<file path="config.mk">
export PLATFORM = sky130hd
export DESIGN_NAME = adma_as_tx_seq
export DESIGN_NICKNAME = d
export VERILOG_FILES = /design/src/rtl/adma_as_tx_seq.sv
export SDC_FILE = /design/constraint.sdc
export NUM_CORES = 1
export LEC_CHECK = 0
export CORE_MARGIN = 4
export CORE_UTILIZATION = 55
export DETAILED_ROUTE_END_ITERATION = 16
export MAX_ROUTING_LAYER = met4
export PLACE_DENSITY = 0.88
export REMOVE_ABC_BUFFERS = 1
export SYNTH_ARGS = -nofsm -noshare
export SYNTH_HDL_FRONTEND = slang
export SYNTH_SLANG_ARGS = --single-unit
</file>
<file path="constraint.sdc">
create_clock -name clk -period 10.1 [get_ports clk]
set_input_delay 2.02 -clock clk [delete_from_list [all_inputs] [get_ports clk]]
set_output_delay 2.02 -clock clk [all_outputs]
set_load 0.005 [all_outputs]
</file>
<file path="src/rtl/adma_as_tx_seq.sv">
// adma_as_tx_seq: descriptor queue feeding a single-outstanding DMA transaction issuer.
// Optional completion interrupt (irq/irq_clr) is built when ADMA_TX_SEQ_IRQ_EN is defined.
module adma_as_tx_seq #(
  parameter int SRC_ADDR_W   = 32,
  parameter int DST_ADDR_W   = 32,
  parameter int DMA_LENGTH_W = 16,
  parameter int DESC_DEPTH   = 4,
  parameter int DONE_CNT_W   = 16
) (
  input  logic                           clk,
  input  logic                           rst_n,
  input  logic [SRC_ADDR_W-1:0]          desc_src_addr,
  input  logic [DST_ADDR_W-1:0]          desc_dst_addr,
  input  logic [DMA_LENGTH_W-1:0]        desc_len,
  input  logic                           desc_wr,
  output logic                           desc_full,
  output logic [$clog2(DESC_DEPTH):0]    q_level,
  output logic [SRC_ADDR_W-1:0]          tx_src_addr,
  output logic [DST_ADDR_W-1:0]          tx_dst_addr,
  output logic [DMA_LENGTH_W-1:0]        tx_len,
  output logic                           tx_vld,
  input  logic                           tx_rdy,
  input  logic                           tx_done,
  output logic                           busy,
  output logic [DONE_CNT_W-1:0]          done_cnt
`ifdef ADMA_TX_SEQ_IRQ_EN
  ,
  input  logic                           irq_clr,
  output logic                           irq
`endif
);
  localparam int AW = $clog2(DESC_DEPTH);
  localparam int LW = AW + 1;
  typedef enum logic [1:0] {IDLE, ISSUE, WAIT} state_t;
  state_t                  state_q;
  logic [SRC_ADDR_W-1:0]   src_mem [DESC_DEPTH];
  logic [DST_ADDR_W-1:0]   dst_mem [DESC_DEPTH];
  logic [DMA_LENGTH_W-1:0] len_mem [DESC_DEPTH];
  logic [AW-1:0]           wptr_q, rptr_q;
  logic [LW-1:0]           level_q, level_d;
  logic [DONE_CNT_W-1:0]   done_cnt_q;
  logic                    tx_vld_q;
  logic                    push, pop, skip, handshake, done_ev;
  logic [DMA_LENGTH_W-1:0] head_len;
  // A write while full is dropped even if the head pops this cycle.
  always_comb begin
    desc_full = level_q == LW'(DESC_DEPTH);
    push      = desc_wr && !desc_full;
    head_len  = len_mem[rptr_q];
    skip      = state_q == IDLE && level_q != '0 && head_len == '0;
    handshake = state_q == ISSUE && tx_rdy;
    pop       = skip || handshake;
    done_ev   = skip || (state_q == WAIT && tx_done);
    level_d   = level_q + LW'(push) - LW'(pop);
  end
  always_ff @(posedge clk) begin
    if (push) begin
      src_mem[wptr_q] <= desc_src_addr;
      dst_mem[wptr_q] <= desc_dst_addr;
      len_mem[wptr_q] <= desc_len;
    end
  end
  always_ff @(posedge clk or negedge rst_n) begin
    if (!rst_n) begin
      wptr_q  <= '0;
      rptr_q  <= '0;
      level_q <= '0;
    end else begin
      wptr_q  <= push ? wptr_q + AW'(1) : wptr_q;
      rptr_q  <= pop ? rptr_q + AW'(1) : rptr_q;
      level_q <= level_d;
    end
  end
  // Zero-length heads retire directly from IDLE without ever being issued.
  always_ff @(posedge clk or negedge rst_n) begin
    if (!rst_n) begin
      state_q    <= IDLE;
      tx_vld_q   <= 1'b0;
      done_cnt_q <= '0;
    end else begin
      done_cnt_q <= done_ev ? done_cnt_q + DONE_CNT_W'(1) : done_cnt_q;
      case (state_q)
        IDLE: begin
          if (level_q != '0 && head_len != '0) begin
            state_q  <= ISSUE;
            tx_vld_q <= 1'b1;
          end
        end
        ISSUE: begin
          if (tx_rdy) begin
            state_q  <= WAIT;
            tx_vld_q <= 1'b0;
          end
        end
        WAIT: begin
          if (tx_done) state_q <= IDLE;
        end
        default: begin
          state_q  <= IDLE;
          tx_vld_q <= 1'b0;
        end
      endcase
    end
  end
`ifdef ADMA_TX_SEQ_IRQ_EN
  logic irq_q;
  always_ff @(posedge clk or negedge rst_n) begin
    if (!rst_n) irq_q <= 1'b0;
    else irq_q <= (done_ev && level_d == '0) ? 1'b1 : irq_clr ? 1'b0 : irq_q;
  end
  assign irq = irq_q;
`endif
  assign q_level     = level_q;
  assign tx_vld      = tx_vld_q;
  assign tx_src_addr = src_mem[rptr_q];
  assign tx_dst_addr = dst_mem[rptr_q];
  assign tx_len      = head_len;
  assign busy        = state_q != IDLE || level_q != '0;
  assign done_cnt    = done_cnt_q;
endmodule

</file>
* Yosys cells after proc, flatten, opt, wreduce, memory -nomap -nowiden
Memories as Yosys holds them, arrays and structs flattened.
Index checks and enable logic that the tools add are counted.
** Operators by class
- Multiplexer cells :: 9
- Reduce and logical (&&, ||, !) cells :: 17
- $add $sub $neg :: 5
- Eq/ne operators :: 6
- Bitwise operators :: 1
** Operator list (number)
- $add 16x1->16 const B :: 1
- $logic_not 16->1 :: 1
- $reduce_bool 16->1 :: 1
- $logic_and 1x1->1 :: 6
- $mux 2 :: 3
- $pmux 2 s3 :: 1
- $reduce_and 3->1 :: 2
- $add 2x1->2 const B :: 2
- $mux 1 :: 4
- $ne 2x2->1 const B :: 2
- $add 3x1->3 :: 1
- $eq 3x3->1 const B :: 1
- $logic_or 1x1->1 :: 3
- $pmux 1 s3 :: 1
- $reduce_bool 3->1 :: 1
- $sub 3x1->3 :: 1
- $eq 2x1->1 const B :: 1
- $eq 2x2->1 const B :: 1
- $logic_not 2->1 :: 1
- $ne 2x1->1 const B :: 1
- $reduce_bool 2->1 :: 1
- $logic_not 1->1 :: 1
- $not 1->1 :: 1
** Storage, ports and cells
- Bits in writable memories :: 320
- Memories :: 3
- Input bits :: 85
- Output and inout port bits :: 102
- Logic and storage cells :: 47
- Bits in registers :: 26
** Memories
- dst_mem :: words 4, bits a word 32, read ports 1, clocked after Yosys merged registers in 0, wr ports 1, RTL line 37 : logic [DST_ADDR_W-1:0] dst_mem [DESC_DEPTH];
- src_mem :: words 4, bits a word 32, read ports 1, clocked after Yosys merged registers in 0, wr ports 1, RTL line 36 : logic [SRC_ADDR_W-1:0] src_mem [DESC_DEPTH];
- len_mem :: words 4, bits a word 16, read ports 1, clocked after Yosys merged registers in 0, wr ports 1, RTL line 38 : logic [DMA_LENGTH_W-1:0] len_mem [DESC_DEPTH];

* Longest topological paths before layout
- Depth in word-level cells :: 5
- Gate-level depth with buffers :: 12
- Depth with buffers taken out :: 10

* Least setup slack after synthesis
Ideal clock, no wire load.
- Kind :: in2reg
- Start point :: input port desc_wr
- End point :: memory dst_mem[0][0], enable pin
- Stages :: 3
- Setup time :: 0.447 ns
- Required time :: 9.653 ns
- Setup slack :: 5.398 ns
- Buffers on the path :: 1
- Data arrival time :: 4.255 ns
- Path through :: nor2b_1 clkbuf_1 and2_1
** Between the ends
- Cells in the longest elaborated chain, start to end :: 3
** RTL lines
- from (decl) :: RTL line 15 : input logic desc_wr,
- $logic_and 1x1->1 :: RTL line 48 : push = desc_wr && !desc_full;
- $mux 1 :: RTL line 57 : if (push) begin
- $mux 1 (implied by the code) :: RTL line 59 : dst_mem[wptr_q] <= desc_dst_addr;
- to (decl) :: RTL line 37
Every way passes these cells.

* Worst setup path in the final report
- Start point :: register rptr_q[0]
- End point :: output port tx_len[2]
** Between the ends
- Cells in the longest elaborated chain, start to end :: 1
** RTL lines
- from (decl) :: RTL line 39 : logic [AW-1:0] wptr_q, rptr_q;
- from (signal assigned) :: RTL line 70 : rptr_q <= pop ? rptr_q + AW'(1) : rptr_q;
- $mem_v2 4x16
- to (decl) :: RTL line 20 : output logic [DMA_LENGTH_W-1:0] tx_len,
Every way passes these cells.

==> summary.md <==
| Metric | Value |
|---|---|
| Result of the run | complete, no violations |
| WL final | 26.7 mm |
| Part of the power in registers | 0.453 |
| Area of the core region | 0.0235 sq mm |
| Root buf cell | sky130_fd_sc_hd__clkbuf_16 |
| Iteration-0 DRC Markers | 756 |
| Worst relative slew slack | 0.381 |
| Worst Path Arrival | 3410 ps |
| Cell at the slowest stage of the critical path | sky130_fd_sc_hd__dfrtp_4 |
| Final total negative setup slack | 0 ps |
| Crit path launch type | flip-flop |
| Portion of total power attributed to combinational logic | 0.291 |
| Clk sink count | 346 |
| Biggest fanout along the worst timing path | 41 |
| Post-Place Setup Slack | 4920 ps |
| Pre-antenna DRT Iters | 5 |
| Switching fraction of total power | 0.274 |
| Detail-routed via count per cell | 5.81 |
| Area added between synthesis and finish | 24.4% |
| Number of flip-flops and latches in the synthesized netlist | 346 |
| Worst setup path category | reg2out |
| Clock transition time at the flip-flop clock pins of the worst setup and hold paths | 60 ps |
| Pin count of the biggest net entering global routing | 52 |
| Count of buffer and inverter cells on the critical path | 2 |
| Row count | 56 |
| Buffers on Ports | 186 |
| Syn avg cell area | 21.8 sq um |
| Total of endpoints with negative setup slack in the final report | 0 |
| Post-layout util | 0.696 |
| Clock tree from TritonCTS | yes |
| Type of the tightest min-delay check | reg2reg |
| Floorplan die width | 163 um |
| Shortest period the worst path allows | 5430 ps |
| Cell-internal power | 0.00328 W |
| Skew final | 24.7 ps |
| I/O pins | 187 |
| Die area | 0.0265 sq mm |
| Number of instances in the synthesized netlist | 604 |
| Routing layer with the top usage in global route | met2 |
| Resized Gates After CTS | 0 |
| Initial antenna violation count | 1 |
| Initial Utilization | 0.559 |
| Power dissipated by switching net loads | 0.00124 W |
| Most common flop cell mapped by yosys | sky130_fd_sc_hd__edfxtp_1 |
| Synth unique cells | 41 |
| Placer congestion estimate | 0.837 |
| Proportion of synthesized chip area in sequential cells | 0.779 |
| Routed Antenna Nets | 0 |
| Fmax | 0.184 GHz |
| Tot GR Track Use | 0.211 |
| Cell type group with the largest total delay on the critical path | buffers and inverters |
| Unrepaired setup endpoints after global routing | no |
| Final #Nets | 898 |
| Met1 track utilization from global routing | 0.272 |
| Measured slew at the worst slew-check pin | 925 ps |
| Total of max-cap violations | 0 |
| Instance area after placement | 0.0154 sq mm |
| Final worst-path cycle share | 0.538 |
| Met3 usage in global routing | 0.0676 |
| Final Max Tran Viols | 0 |
| Maximum buffer depth of the clock tree | 3 |
| Post-CTS Hold Buffers | 0 |
| Vias in the first global route | 7162 |
| Number of enable flip-flop cells after synthesis | 320 |
| Global-route met2 utilization | 0.339 |
| Leakage power | 5.37 nW |
| Cell-by-cell listing of the critical path | buf_4 > mux4_2 > clkdlybuf4s50_1 |
| Worst setup slack after layout | 4670 ps |
| VDD IR-drop max | 0.000183 V |
| Final HPWL DP | 16.5 mm |
| Clock network power share | 0.256 |
| WL per Instance | 23.3 um |
| Peak per-stage delay on the critical path | 960 ps |
| Cell area power density | 276 mW/mm^2 |
| Area of all placed cells without fillers | 0.0164 sq mm |
| Final Hold Violating Endpoints | 0 |
| Required time of the worst setup path | 8080 ps |
| Netlist Area Pre-Place | 0.0132 sq mm |
| Warnings from Yosys | 0 |
| Die H | 163 um |
| Fraction of final layout cells sized beyond drive strength 1 | 0.169 |
| DRC errors left | 0 |
| Global route overflow | 0 |
| CP endpoint kind | output pin |
| Fraction of registers with async set/reset | 0.0751 |
| Number of clock buffers inserted by TritonCTS | 35 |
| Vias after detailed routing | 6670 |
| Total Power | 0.00452 W |
| Worst skew pair latency | 510 ps |
| Depth of the CTS H-tree | 2 |
| Wire length of the first global-routing pass | 41.3 mm |
| Post CTS Setup Buffer Count | 0 |
==> per-layer routing <==
layer  vias to the layer above  part of all wire  wire, um
met3                        37             0.092      2460
li1                       2929                 -         -
met1                      3434              0.39     10300
met4                         0             0.016       416
met2                       270              0.51     13600
met5                         -                 0         0
==> cell usage in the layout (no fill, tap or decap), drive strengths merged, types with 3 or more instances in the layout <==
master,instances
o211ai,9
o21ai,7
and2,5
nand4,4
buf,7
ha,7
clkinv,10
nor3,14
o311ai,6
nand3b,3
dfrtp,26
mux4,80
nand2,18
a21oi,7
nand3,7
nor4,11
clkbuf,50
mux2i,3
nand2b,4
clkdlybuf4s50,186
nor2,7
inv,10
xnor2,7
edfxtp,320
==> worst reg2reg max path: cells and delay by family, from the launching register on <==
family | cells | cell delay [ps]
muxes | 1 | 640
xor gates and xnor gates | 2 | 310
and+or+nand+nor | 2 | 1140
buffers and inverters | 2 | 830
AOI/OAI and AO/OA | 1 | 410
adders and majority gates | 3 | 720
DFF | 1 | 960
==> state kept, by name, indices dropped and copies added (netlist names) <==
signal / cells
done_cnt: 16
dst_mem: 128
len_mem: 64
q_level: 3
rptr_q: 2
src_mem: 128
state_q: 2
tx_vld: 1
wptr_q: 2
==> final timing paths <==
| check | start | to | slack [ps] | cells past startpoint |
|---|---|---|---|---|
| worst min register to register | tx_vld | tx_vld | 480 | 2 |
| min in group asynchronous | rst_n | done_cnt[9] | 1900 | 2 |
| worst max-delay path | rptr_q[0] | tx_len[2] | 4670 | 3 |
| worst max register to register | rptr_q[0] | q_level[2] | 4980 | 11 |
| worst min-delay path | tx_vld | tx_vld | 480 | 2 |
| max in group asynchronous | rst_n | rptr_q[1] | 7910 | 2 |
==> layout make-up <==
cell class / count / area [sq um]
antenna: 1 / 2.50
clock buffer: 50 / 953
clock inverter: 11 / 67.6
fill: 1452 / 7160
inverter: 9 / 33.8
multi-input combinational: 220 / 2740
sequential: 346 / 10300
tap: 319 / 399
timing repair buffer: 193 / 1910
==> stage by stage <==
step,hold slack [ps],instances
after floorplan,469,575
after CTS,478,1148
final,480,1149
after global routing,550,1149
after detailed placement,464,1087
after global placement,467,1087
==> Yosys cell counts (5+ instances only) <==
| master | n | area share |
|---|---|---|
| sky130_fd_sc_hd__xnor2_1 | 7 | 0.0047 |
| sky130_fd_sc_hd__nor4_1 | 10 | 0.0048 |
| sky130_fd_sc_hd__ha_1 | 7 | 0.0067 |
| sky130_fd_sc_hd__a21oi_1 | 7 | 0.0027 |
| sky130_fd_sc_hd__nand2_1 | 17 | 0.0048 |
| sky130_fd_sc_hd__and2_1 | 5 | 0.0024 |
| sky130_fd_sc_hd__nor3_1 | 14 | 0.0053 |
| sky130_fd_sc_hd__o211ai_1 | 9 | 0.0051 |
| sky130_fd_sc_hd__dfrtp_1 | 26 | 0.049 |
| sky130_fd_sc_hd__mux4_2 | 80 | 0.14 |
| sky130_fd_sc_hd__o21ai_0 | 5 | 0.0019 |
| sky130_fd_sc_hd__o311ai_1 | 6 | 0.0040 |
| sky130_fd_sc_hd__nor2_1 | 7 | 0.0020 |
| sky130_fd_sc_hd__inv_1 | 9 | 0.0026 |
| sky130_fd_sc_hd__clkbuf_1 | 17 | 0.0048 |
| sky130_fd_sc_hd__edfxtp_1 | 320 | 0.73 |
| sky130_fd_sc_hd__nand3_1 | 7 | 0.0027 |
| sky130_fd_sc_hd__buf_2 | 6 | 0.0023 |
==> cell families after synthesis <==
logic type      after synthesis  synth area share
flops                       346             0.779
mux                          85             0.141
simple gates                 81            0.0332
buf+inv                      38            0.0131
compound gates               37            0.0193
xor+xnor                      9           0.00599
fa+ha+maj                     8           0.00817
==> power groups by stage <==
| stage | combinational [W] | clock, W | sequential, W |
|---|---|---|---|
| final | 0.00131 | 0.00116 | 0.00205 |
| after global routing | 0.00141 | 0.00125 | 0.00208 |
| after CTS | 0.00134 | 0.00118 | 0.00205 |
| after detailed placement | 0.00132 | 0 | 0.00208 |
| after global placement | 0.00131 | 0 | 0.00205 |
| after floorplan | 0.000662 | 0 | 0.00209 |
No activity file was read; power rests on OpenSTA's default activity.
